==> src/rtl/gf180mcu_fd_sc_mcu9t5v0__muxsel_ctl.sv <==
// -----------------------------------------------------------------------------
// gf180mcu_fd_sc_mcu9t5v0__muxsel_ctl
//
// Select sequencer for the S pin of a downstream mux2 cell. A request asks for
// S to take the value TGT. The block enforces a minimum dwell time after each
// completed switch before S may change again. After each change it holds SV low
// for a settle window. Each accepted request ends with a one-cycle ACK pulse.
//
// Parameters
//   SETTLE : cycles S is reported not-valid after a change (1..15)
//   DWELL  : minimum cycles from completion of one switch to the next S change
//            (0..15)
//
// Ports
//   CLK  : rising-edge clock
//   RST  : synchronous, active-high reset
//   REQ  : request to drive S to TGT (sampled only while BUSY is low)
//   TGT  : requested select value, captured together with an accepted REQ
//   S    : registered select to the mux2 S pin
//   SV   : high while S is settled and valid
//   BUSY : high while a request is in progress (REQ is ignored)
//   ACK  : one-cycle pulse when a request completes
//
// All outputs come straight from flops. No combinational path runs from the
// inputs to the outputs.
// -----------------------------------------------------------------------------
module gf180mcu_fd_sc_mcu9t5v0__muxsel_ctl #(
  parameter int SETTLE = 2,
  parameter int DWELL  = 4
) (
  input  logic CLK,
  input  logic RST,
  input  logic REQ,
  input  logic TGT,
  output logic S,
  output logic SV,
  output logic BUSY,
  output logic ACK
);

  // Catch illegal parameter choices at elaboration time.
  if (SETTLE < 1 || SETTLE > 15) begin : g_bad_settle
    $error("SETTLE must be in 1..15");
  end
  if (DWELL < 0 || DWELL > 15) begin : g_bad_dwell
    $error("DWELL must be in 0..15");
  end

  // FSM encoding
  localparam logic [1:0] ST_IDLE   = 2'd0;  // waiting for a request
  localparam logic [1:0] ST_HOLD   = 2'd1;  // request latched, dwell not yet met
  localparam logic [1:0] ST_SWITCH = 2'd2;  // S changed, settle window running

  // 4-bit versions of the parameters for width-matched compares.
  localparam logic [3:0] DWELL_MAX = 4'(DWELL);
  localparam logic [3:0] SC_LAST   = 4'(SETTLE - 1);

  // Registered state
  logic [1:0] state_q, state_d;
  logic [3:0] dw_q,    dw_d;     // dwell counter, saturates at DWELL
  logic [3:0] sc_q,    sc_d;     // settle counter while in SWITCH
  logic       tgt_q,   tgt_d;    // target captured on entry to HOLD
  logic       s_q,     s_d;
  logic       sv_q,    sv_d;
  logic       busy_q,  busy_d;
  logic       ack_q,   ack_d;

  // DW only counts up to DWELL and is reset to 0 on completion. It therefore
  // never exceeds DWELL, so an equality test is enough to detect saturation.
  logic dw_sat;
  assign dw_sat = (dw_q == DWELL_MAX);

  // ---------------------------------------------------------------------------
  // Next-state logic
  // ---------------------------------------------------------------------------
  always_comb begin
    // NOTE: every signal assigned here gets a default first, so no path
    // leaves a value unassigned and no latch is inferred.
    state_d = state_q;
    sc_d    = sc_q;
    tgt_d   = tgt_q;
    s_d     = s_q;
    sv_d    = sv_q;
    busy_d  = busy_q;
    ack_d   = 1'b0;     // ACK is a pulse: low unless set this cycle

    // Dwell counts everywhere except during the settle window.
    if (state_q != ST_SWITCH && !dw_sat) begin
      dw_d = dw_q + 4'd1;
    end else begin
      dw_d = dw_q;
    end

    case (state_q)
      ST_IDLE: begin
        if (REQ) begin
          if (TGT == s_q) begin
            // Already there: acknowledge without touching S or SV.
            ack_d = 1'b1;
          end else if (dw_sat) begin
            // Dwell already met: switch on this edge.
            s_d     = TGT;
            sv_d    = 1'b0;
            busy_d  = 1'b1;
            sc_d    = 4'd0;
            state_d = ST_SWITCH;
          end else begin
            // Too soon after the last switch: park the target until the
            // dwell counter catches up.
            tgt_d   = TGT;
            busy_d  = 1'b1;
            state_d = ST_HOLD;
          end
        end
      end

      ST_HOLD: begin
        // REQ/TGT are ignored here. Only the dwell counter moves us on.
        if (dw_sat) begin
          s_d     = tgt_q;
          sv_d    = 1'b0;
          sc_d    = 4'd0;
          state_d = ST_SWITCH;
        end
      end

      ST_SWITCH: begin
        sc_d = sc_q + 4'd1;
        // S changed on the edge that entered SWITCH. That edge plus SETTLE-1
        // counted edges gives exactly SETTLE edges before ACK rises.
        if (sc_q == SC_LAST) begin
          sv_d    = 1'b1;
          busy_d  = 1'b0;
          ack_d   = 1'b1;
          dw_d    = 4'd0;
          state_d = ST_IDLE;
        end
      end

      default: begin
        // Unreachable encoding: fall back to a quiet, valid idle.
        sv_d    = 1'b1;
        busy_d  = 1'b0;
        state_d = ST_IDLE;
      end
    endcase
  end

  // ---------------------------------------------------------------------------
  // State registers (synchronous reset)
  // ---------------------------------------------------------------------------
  always_ff @(posedge CLK) begin
    // NOTE: sequential state uses non-blocking assignments so every flop
    // samples pre-edge values, independent of statement order.
    if (RST) begin
      state_q <= ST_IDLE;
      dw_q    <= DWELL_MAX;   // first request after reset needs no dwell wait
      sc_q    <= 4'd0;
      tgt_q   <= 1'b0;
      s_q     <= 1'b0;
      sv_q    <= 1'b1;
      busy_q  <= 1'b0;
      ack_q   <= 1'b0;
    end else begin
      state_q <= state_d;
      dw_q    <= dw_d;
      sc_q    <= sc_d;
      tgt_q   <= tgt_d;
      s_q     <= s_d;
      sv_q    <= sv_d;
      busy_q  <= busy_d;
      ack_q   <= ack_d;
    end
  end

  assign S    = s_q;
  assign SV   = sv_q;
  assign BUSY = busy_q;
  assign ACK  = ack_q;

endmodule

==> config.mk <==
export PLATFORM = sky130hd
export DESIGN_NAME = gf180mcu_fd_sc_mcu9t5v0__muxsel_ctl
export DESIGN_NICKNAME = d
export VERILOG_FILES = /design/src/rtl/gf180mcu_fd_sc_mcu9t5v0__muxsel_ctl.sv
export SDC_FILE = /design/constraint.sdc
export NUM_CORES = 1
export LEC_CHECK = 0
export CAP_MARGIN = 0
export CORE_ASPECT_RATIO = 1.2
export CORE_MARGIN = 2
export CORE_UTILIZATION = 48
export CTS_CLUSTER_SIZE = 8
export DETAILED_ROUTE_END_ITERATION = 8
export PLACE_DENSITY = 0.84
export SETUP_SLACK_MARGIN = 0.3
export SYNTH_ARGS = -nofsm -noshare
export SYNTH_HDL_FRONTEND = slang
export SYNTH_SLANG_ARGS = --single-unit
==> constraint.sdc <==
create_clock -name CLK -period 1.4 [get_ports CLK]
set_clock_uncertainty 0.15 [all_clocks]
set_input_delay 0.42 -clock CLK [delete_from_list [all_inputs] [get_ports CLK]]
set_output_delay 0.42 -clock CLK [all_outputs]
set_load 0.05 [all_outputs]
==> results by group <==
Run status
  – Outcome: finished with violations
  – Failing checks: setup timing

Worst setup path
  – CP peak stage delay: 0.34 ns
  – Crit path DAT: 1.53 ns
  – Worst-path cell chain: clkdlybuf4s15_2 > xnor2_4 > a211oi_4 > buf_4 > o31ai_1
  – CP Launch Type: primary input
  – Data required, critical path: 1.45 ns
  – Setup crit end kind: flip-flop
  – Critical path peak fanout: 4
  – Setup CP Type: primary input to flip-flop
  – Slowest cell on the critical path: a211oi_4

Finish
  – Filler Cells Inserted: 77
  – Fin area: 0.00140 sq mm
  – Nets@finish: 134
  – Layout cell share with drive strength beyond 1: 60.0%
  – Area growth syn-to-layout: 73.9%
  – Ant. Diodes: 0

CTS
  – TritonCTS Buffers: 3
  – Clk root buf: clkbuf_4
  – H-tree depth: 1
  – Reg clk slew, reported paths: 0.10 ns
  – Skew-Pair Late Insertion Delay: 0.31 ns
  – CTS Hold Buffers Added: 0
  – CTS tree: yes
  – Sink Count: 15
  – Clock buffer depth: 2

Timing
  – Max Slew Vio Count: 0
  – Slack of the critical path: -0.0827 ns
  – Fin. Hold Viols: 0
  – Final setup vio count: 12
  – Period utilization: 106%
  – Worst slew margin: 80.5%
  – Final TNS setup: -0.558 ns
  – Post-layout min period: 1.48 ns
  – Worst-margin pin slew: 0.290 ns
  – Max Clk Rate: 0.674 GHz
  – RSZ-0062 raised after global routing: true

Pwr
  – Static Leak: 0.538 nW
  – Power Density: 1580 mW/mm^2
  – Tot Pwr: 2.21 mW
  – Worst VDD drop: 1090 uV

Global routing
  – GRT Residual Overflow: 0
  – Total Routing Usage GR: 32.1%
  – Pin count of the biggest net entering global routing: 11
  – Initial antenna violation count: 0
  – First-pass GRT wire length: 4130 um
  – Vias in the first global route: 887

Route
  – Via density: 6.23
  – Post-route DRC: 0
  – Via total after detailed routing: 891
  – Final wirelength: 3200 um
  – DR iter-0 viols: 25
  – Drt wl/cell: 22.4 um
  – Total iterations of the first detailed-routing run: 4
  – DRT antenna net count: 0

Die
  – Starting Density: 50.2%
  – CORE AREA: 0.00160 sq mm
  – Die Height: 48.8 um
  – Die W: 41.4 um
  – I/O pin cnt: 8
  – Std cell rows: 16
  – Die area: 0.00202 sq mm

Min path
  – Type of the tightest min-delay check: flip-flop to flip-flop

Place
  – Global placer's final weighted congestion: 0.790
  – Pre-CTS setup slack: -0.666 ns
  – IO buf count: 7
  – Dpl hpwl: 1490 um
  – Placed Area: 0.00113 sq mm

Synth
  – Synthesis-stage register bit count: 15
  – Syn avg cell area: 9.14 sq um
  – Gate Count Post-Synth: 88
  – Sequential share of the synthesized area: 37.3%
  – Ys Warns: 0
  – Mapped Area: 805 sq um
  – Post-Syn Nets: 96
  – Count of unique library cells instantiated by Yosys: 39

Run
  – Max cap viols: 0
path summary, 6_finish.rpt:
| check | startpoint | to | slack, ns | cells after the start |
|---|---|---|---|---|
| max | TGT | SV | -0.08 | 5 |
| min | tgt_q | tgt_q | 0.33 | 2 |
| max reg2reg | dw_q[0] | dw_q[0] | -0.08 | 5 |
| min reg2reg | tgt_q | tgt_q | 0.33 | 2 |
layer usage:
layer,global-route usage [%],vias up,wire length (um)
met5,0,-,0
met3,11.4,8,189
met2,50.8,35,1610
met1,35.0,452,1300
met4,17.2,0,102
li1,-,396,-
layout make-up:
type | instances | area, sq um | area share, %
Clock buffer | 4 | 26.3 | 1.88
Tap cell | 18 | 22.5 | 1.61
Sequential cell | 15 | 322 | 23.0
Timing Repair Buffer | 37 | 378 | 27.0
Multi-Input combinational cell | 62 | 621 | 44.4
Inverter | 7 | 30.0 | 2.15
Yosys cell counts:
library cell | n | area, sq um
nor2b_1 | 1 | 6.26
nand4bb_2 | 1 | 16.3
o221a_2 | 1 | 11.3
xor2_1 | 2 | 17.5
nor2_1 | 2 | 7.51
and3_1 | 1 | 6.26
a31o_2 | 1 | 8.76
nand3_1 | 4 | 20.0
or4_1 | 1 | 7.51
dfxtp_1 | 15 | 300
nand2b_1 | 2 | 12.5
o32ai_1 | 1 | 8.76
a21o_1 | 2 | 15.0
a211oi_2 | 1 | 12.5
a211o_1 | 1 | 8.76
inv_1 | 7 | 26.3
or4b_1 | 1 | 10.0
or3_1 | 3 | 18.8
a211oi_1 | 1 | 7.51
and3b_1 | 1 | 8.76
o21ai_0 | 6 | 30.0
nor3_1 | 3 | 15.0
buf_6 | 1 | 11.3
mux2i_1 | 1 | 10.0
buf_2 | 2 | 10.0
nor3b_1 | 1 | 7.51
xnor2_1 | 1 | 8.76
a22oi_1 | 1 | 7.51
ha_1 | 4 | 50.1
clkbuf_1 | 1 | 3.75
a21oi_1 | 5 | 25.0
nand2_1 | 3 | 11.3
nor2b_4 | 1 | 13.8
and4bb_2 | 1 | 12.5
nor4_1 | 2 | 12.5
o31ai_1 | 2 | 15.0
a31oi_1 | 1 | 6.26
nand3b_1 | 2 | 15.0
o2111ai_1 | 1 | 8.76
worst max-delay path: cells and delay by family:
family,cells,cell delay [ns]
XOR/XNOR,1,0.23
AO/OA/AOI/OAI,2,0.40
buffers and inverters,2,0.48
registers in the layout, summed over array words and instances, names as in the netlist:
name,flops
sc_q,4
S,1
BUSY,1
state_q,2
SV,1
dw_q,4
tgt_q,1
ACK,1
report_power, final:
group | internal (mW) | leakage, nW | switching [mW]
registers | 0.517 | 0.127 | 0.0956
clock network | 0.112 | 0.0150 | 0.165
logic | 0.695 | 0.396 | 0.625
what timing repair did:
action,in CTS,in global routing
gates resized for setup,23,12
gates cloned,0,0
endpoints found under the hold margin,0,0
pin swaps,10,7
setup endpoints to repair,19,19
setup buffers,10,4
cells in the final DEF, fill, tap and decap left out, types with 2 or more instances in the layout:
cell,n
nor2_1,2
buf_6,8
a21oi_2,2
dfxtp_4,4
inv_2,3
nor3_1,2
o31ai_1,2
dfxtp_1,6
dfxtp_2,5
ha_4,3
nand3_1,4
buf_12,5
or3_1,2
o21ai_2,3
buf_4,21
a21oi_1,3
clkbuf_4,3
nand3b_1,2
nand2_1,3
a21o_1,2
o21ai_0,2
inv_1,3
metrics by stage:
step	hold WS, ns	utilization [%]	std cells
after floorplan	0.285	-	88
after global placement	0.296	70.9	125
after detailed placement	0.322	70.9	125
after CTS	0.334	81.7	139
after global routing	0.334	87.3	143
final	0.328	87.3	143
kinds of logic after synthesis:
kind of cell    share of synthesized area [%]
fa+ha+maj                                6.22
flops                                    37.3
xor+xnor                                 3.27
mux                                      1.24
compound gates                           20.5
buf+inv                                  6.38
simple gates                             25.0
No activity file was read; power rests on OpenSTA's default activity.
